==> src/rtl/frame_sched_pkg.sv <==
`default_nettype none
// +----------------------------------------------------------------------+
// | frame_sched_pkg                                                      |
// | Shared types and constants for the frame sequencer.                  |
// | Rev 1.0 - initial release                                            |
// +----------------------------------------------------------------------+
package frame_sched_pkg;

  localparam int N_WORDS         = 6;
  localparam int DW              = 9;
  localparam int MW              = 3;
  localparam int IDX_W           = 3;
  localparam int TIMEOUT_DEFAULT = 2000;

  localparam logic [MW-1:0] MODE_BYPASS = 3'd7;

  typedef enum logic [1:0] {
    ST_IDLE  = 2'd0,
    ST_LOAD  = 2'd1,
    ST_ISSUE = 2'd2,
    ST_OUT   = 2'd3
  } state_e;

  // {in, core, out} enables for the state being entered; g is the latched gating request
  function automatic logic [2:0] gate_enables(input state_e st, input logic g);
    gate_enables = {~g | (st == ST_IDLE) | (st == ST_LOAD),
                    ~g | (st == ST_ISSUE),
                    ~g | (st == ST_ISSUE) | (st == ST_OUT)};
  endfunction

endpackage
`default_nettype wire

==> src/rtl/frame_sched_buf.sv <==
`default_nettype none
// +----------------------------------------------------------------------+
// | frame_sched_buf                                                      |
// | N_WORDS x DW register file, synchronous write, combinational read.   |
// | Rev 1.0 - initial release                                            |
// +----------------------------------------------------------------------+
module frame_sched_buf
  import frame_sched_pkg::*;
(
  input  wire logic             clk,
  input  wire logic             rst,
  input  wire logic             clk_en,
  input  wire logic             we,
  input  wire logic [IDX_W-1:0] wr_idx,
  input  wire logic [DW-1:0]    wr_data,
  input  wire logic [IDX_W-1:0] rd_idx,
  output logic      [DW-1:0]    rd_data
);

  logic [DW-1:0] r_mem [N_WORDS];

  // clk_en stands in for the bank's gated clock; reset clears regardless of gating
  always_ff @(posedge clk) begin
    if (rst) begin
      for (int i = 0; i < N_WORDS; i++) r_mem[i] <= '0;
    end else if (clk_en && we && (wr_idx < IDX_W'(N_WORDS))) begin
      r_mem[wr_idx] <= wr_data;
    end
  end

  assign rd_data = (rd_idx < IDX_W'(N_WORDS)) ? r_mem[rd_idx] : '0;

endmodule
`default_nettype wire

==> config.mk <==
export PLATFORM = sky130hd
export DESIGN_NAME = frame_sched_buf
export DESIGN_NICKNAME = d
export VERILOG_FILES = /design/src/rtl/frame_sched_pkg.sv /design/src/rtl/frame_sched_buf.sv
export SDC_FILE = /design/constraint.sdc
export NUM_CORES = 1
export LEC_CHECK = 0
export ABC_AREA = 0
export ABC_CLOCK_PERIOD_IN_PS = 3750
export CAP_MARGIN = 15
export CORE_UTILIZATION = 30
export DETAILED_ROUTE_END_ITERATION = 8
export GPL_TIMING_DRIVEN = 0
export PLACE_DENSITY_LB_ADDON = 0.12
export SLEW_MARGIN = 20
export SYNTH_ARGS = -nofsm -noshare
export SYNTH_HDL_FRONTEND = slang
export SYNTH_SLANG_ARGS = --single-unit
==> constraint.sdc <==
create_clock -name clk -period 3.75 [get_ports clk]
set_input_delay 0.375 -clock clk [delete_from_list [all_inputs] [get_ports clk]]
set_output_delay 0.375 -clock clk [all_outputs]
set_load 0.05 [all_outputs]
Yosys cells after proc, flatten, opt, wreduce, memory -nomap -nowiden
Memories as Yosys holds them, arrays and structs flattened.
Cells that the tools add are included.
{ "classes": {"addsub": 0, "n_mul": 0, "div": 0, "order_cmp": 2, "eq_ne": 0, "n_shift": 0, "mux": 9, "bitwise": 0, "reduce_logical": 3} }
{ "ops": {"columns": ["op", "count"], "rows": [
  ["two-way mux 9 bit", 2],
  ["OR reduction 9 bit", 1],
  ["less-than comparator 3 bit, second input constant", 2],
  ["two-way mux 1 bit", 6],
  ["two-way mux 3 bit", 1],
  ["logical AND 1 bit", 2]
]} }
{ "word_totals": {"register_bits": 0, "latch_bits": 0, "ram_bits": 54, "mem_bits_ro": 0, "in_bits": 19, "output_inout_bits": 9, "word_cells": 15, "memories": 1} }
{ "memory_table": {"columns": ["memory", "depth", "width", "read_ports", "rd_clocked_by_memory_dff", "wr", "line_no", "rtl"], "rows": [
  ["r_mem", 6, 9, 1, 0, 6, "frame_sched_buf.sv:20", "logic [DW-1:0] r_mem [N_WORDS];"]
]} }

Logic depth before layout (Yosys ltp)
Gate-level depths: netlist of run 1.
{ "logic_depth": {"ltp_word": 7, "ltp_mapped": 5, "ltp_nobuf": 3} }

Worst setup path after synthesis of run 1
Ideal clock, no wire load.
{ "synth_path": {"path_type": "input to output", "start": "in rd_idx[2]", "end": "out rd_data[0]", "t_arrival_ns": 1.917, "required_time_ns": 3.375, "slack_ns": 1.458, "cell_stages": 3, "path_buffers": 1, "path_cell_list": "clkbuf_1 -> nand2b_1 -> o21ai_0"} }
{ "synth_via": {"elab_chain_len": 2, "elab_cells_between_ends": 3, "classes_between": "1 x order compare; 1 x mux; 1 x memory"} }
{ "synth_lines": {"columns": ["item", "line_no", "rtl"], "rows": [
  ["start, declared", "frame_sched_buf.sv:16", "input wire logic [IDX_W-1:0] rd_idx,"],
  ["memory read (6 x 9 bit) / less-than comparator 3 bit (equally long branches)", null, null],
  ["two-way mux 9 bit *", "frame_sched_buf.sv:31", "assign rd_data = (rd_idx < IDX_W'(N_WORDS)) ? r_mem[rd_idx] : '0;"],
  ["end, declared", "frame_sched_buf.sv:17", "output logic [DW-1:0] rd_data"]
]} }
Every way passes the cells marked *; elsewhere a longest branch is shown, timed or not.

Final worst setup path of run 1
{ "layout_path": {"start": "in rd_idx[2]", "end": "out rd_data[7]"} }
The elaborated chain is that of the path after synthesis.

==> results of run 1 <==
==> synth_stat cells, drive strengths merged <==
cell and instances:
nor3 1, nand4 1, and2 4, nand3b 1
clkbuf 3, or2 2, a31o 1, nand3 10
nor4 1, nand2 2, o21ai 9, inv 9
edfxtp 54, o32a 9, or3b 1, buf 7
nand2b 7, mux2i 27, and4bb 1, and3b 1
nor2 42
==> kinds of logic after synthesis <==
kind of cell / after synthesis / synth area share, %
and+or+nand+nor: 74 / 15.07
DFF: 54 / 64.45
muxes: 27 / 10.74
AOI/OAI and AO/OA: 19 / 5.719
buffers and inverters: 19 / 4.028
==> report_power, final <==
| part | switching [uW] | internal, uW | total [uW] |
|---|---|---|---|
| logic | 105 | 64.0 | 169 |
| clock network | 187 | 129 | 316 |
| registers | 8.81 | 697 | 706 |
==> routing by layer <==
layer | vias to the layer above | share of wire, %
met5 | - | 0
met4 | 0 | 1.0
met3 | 6 | 1.8
met2 | 19 | 53
met1 | 779 | 44
li1 | 761 | -
==> per-stage QoR <==
step           util [%]  hold WS, ps
5_1_grt           36.18        611.5
3_3_place_gp      35.20        930.7
4_1_cts           36.18        592.2
3_5_place_dp      35.20        919.8
2_1_floorplan         -        573.2
6_report          36.18        591.1
==> worst max-delay path by stage <==
| stage | depth (start not counted) | startpoint | slack, ps | to |
|---|---|---|---|---|
| 6_report | 5 | rd_idx[2] | 720 | rd_data[7] |
| 5_1_grt | 5 | rd_idx[2] | 630 | rd_data[0] |
| 4_1_cts | 5 | rd_idx[2] | 680 | rd_data[7] |
| 3_5_place_dp | 5 | rd_idx[2] | 690 | rd_data[7] |
| 3_3_place_gp | 5 | rd_idx[2] | 690 | rd_data[7] |
| 2_1_floorplan | 3 | rd_idx[2] | 1460 | rd_data[0] |
==> cell type report <==
| class | count | area [sq um] |
|---|---|---|
| Clock buffer | 6 | 72.57 |
| Multi-Input combinational cell | 120 | 793.3 |
| Buffer | 10 | 67.56 |
| Sequential cell | 54 | 1622 |
| Timing Repair Buffer | 23 | 230.2 |
| Inverter | 9 | 33.78 |
| Clock inverter | 1 | 7.507 |
| Fill cell | 814 | 5218 |
| Tap cell | 105 | 131.4 |
==> results.cfg, run 1 <==
[clocking]
cts_buffer_depth = 2
numCtsBuffers = 5
clk_pin_slew_ps = 90
clock-root-buffer = clkbuf_8
ctsHoldBuffers = 0
htreeDepth = 2
post_cts.repair.setup_buffers = 0
cts_resized = 0
cts_tree = done
clkSinkCount = 54

[min_path]
hp-class = input pin to flop
whs_path_depth = 3
min_to = r_mem[4][0]$_SDFFCE_PN0P_
hp-start = rst

[grt]
antenna_found_initial = 0
grtUsageTotal_pct = 14.28
grt.met3_usage_pct = 2.439
grt_pass1_wl_mm = 8.859
grt_busiest_layer = met2
grt_pass1_vias = 1559
gr-usage-met1_pct = 17.41
met2_usage_pct = 26.04
overflow = 0
grt_max_degree = 16

[synthesis]
synth_cell_types = 24
synthTopCellsByArea = edfxtp_1, mux2i_1, nor2_1
avgSynthCellArea_sq_um = 13.04
syn-num-nets = 212
synth_top_area_cell = edfxtp_1
synth_top_area_share_pct = 64.45
ys_seq_area_share_pct = 64.45
syn_area_sq_um = 2516
ys_ff_latch = 54
netlist_instances = 193
yosys_warnings = 0

[sta]
hold_viol = 0
layout_min_cycle_time_ps = 3031
tightest_slew_ps = 643.0
max_clock_freq_ghz = 0.3299
post-route-period-util_pct = 80.83
maxSlewHeadroom_pct = 56.74
maxSlewViolCount = 0
setup_viol = 0
fin_setup_tns_ps = 0
fin_ws_ps = 719.0
grt_setup_unrepaired = no

[layout]
drive_gt1_share_pct = 12.11
diodes = 0
fin_nets = 242
most-common-layout-cells = edfxtp_1, nor2_1, mux2i_1
reg_top3 = r_mem x54
fin_cells = 328
stdcell_area_sq_um = 2958
layout_commonest_cell = edfxtp_1
largest_reg_flops = 54
area_delta_synth_final_pct = 17.55
regMostFlops = r_mem

[worst_setup_path]
cp_max_fo = 10
crit_buf_inv = 3
cp_top_family = buffers and inverters
cp_data_required_time_ps = 3380
critPathSlowestCell = clkdlybuf4s50_1
cp-start-kind = input pin
crit_path_cell_trace = clkdlybuf4s50_1 -> clkbuf_1 -> nand2b_1 -> o21ai_0 -> clkdlybuf4s50_1
end_kind = primary output
slowest_delay_ps = 850
path_class = input pin to primary output
cp_common_cell = clkdlybuf4s50_1
crit_arrival_ps = 2660

[job]
cap_violations = 0

[detailed_routing]
drt-initial-drc-count = 87
ant_nets = 0
vias = 1565
drc_errors = 0
detail_route.wl_per_cell_um = 17.69
vias_per_cell = 4.771
first_pass_iters = 4
drt_wl_total_mm = 5.803

[run_status]
status = finished, final reports clean

[pwr]
peakVddDrop_mv = 0.1379
p_total_uw = 1190
p_leak_uw = 0.001051
cellPowerDensity_nw_per_um2 = 402.4

[die]
die_h_um = 93.58
io_pins = 28
core-area_sq_um = 8175
die_w_um = 93.58
fp-row-count = 33
fp.dieArea_sq_um = 8757
start_util_pct = 30.78

[placed_design]
postPlaceCellArea_sq_um = 2878
pre_cts_slack_ps = 688.8
hpwlAfterDp_mm = 4.184
place_congestion = 0.6907
numPortBuffers = 23
dp.cells = 321
No activity file was read; power rests on OpenSTA's default activity.
==> run 2, diff against run 1 <==
--- a/config.mk
+++ b/config.mk
@@ -6,7 +6,7 @@
 export NUM_CORES = 1
 export LEC_CHECK = 0
 export ABC_AREA = 0
-export ABC_CLOCK_PERIOD_IN_PS = 3750
+export ABC_CLOCK_PERIOD_IN_PS = 3100
 export CAP_MARGIN = 15
 export CORE_UTILIZATION = 30
 export DETAILED_ROUTE_END_ITERATION = 8
==> constraint.sdc (replaced) <==
create_clock -name clk -period 3.1 [get_ports clk]
set_input_delay 0.31 -clock clk [delete_from_list [all_inputs] [get_ports clk]]
set_output_delay 0.31 -clock clk [all_outputs]
set_load 0.05 [all_outputs]
==> results of run 2 <==
The final DEF is identical to that of run 1. Status: finished, final reports clean.
Among the figures that moved: setup slack after placement 688.8 ps -> 168.8 ps; setup slack after layout 719.0 ps -> 199.0 ps; hold slack 591.1 ps -> 526.1 ps; total power 1190 uW -> 1440 uW; worst IR drop on VDD 0.1379 mV -> 0.1668 mV
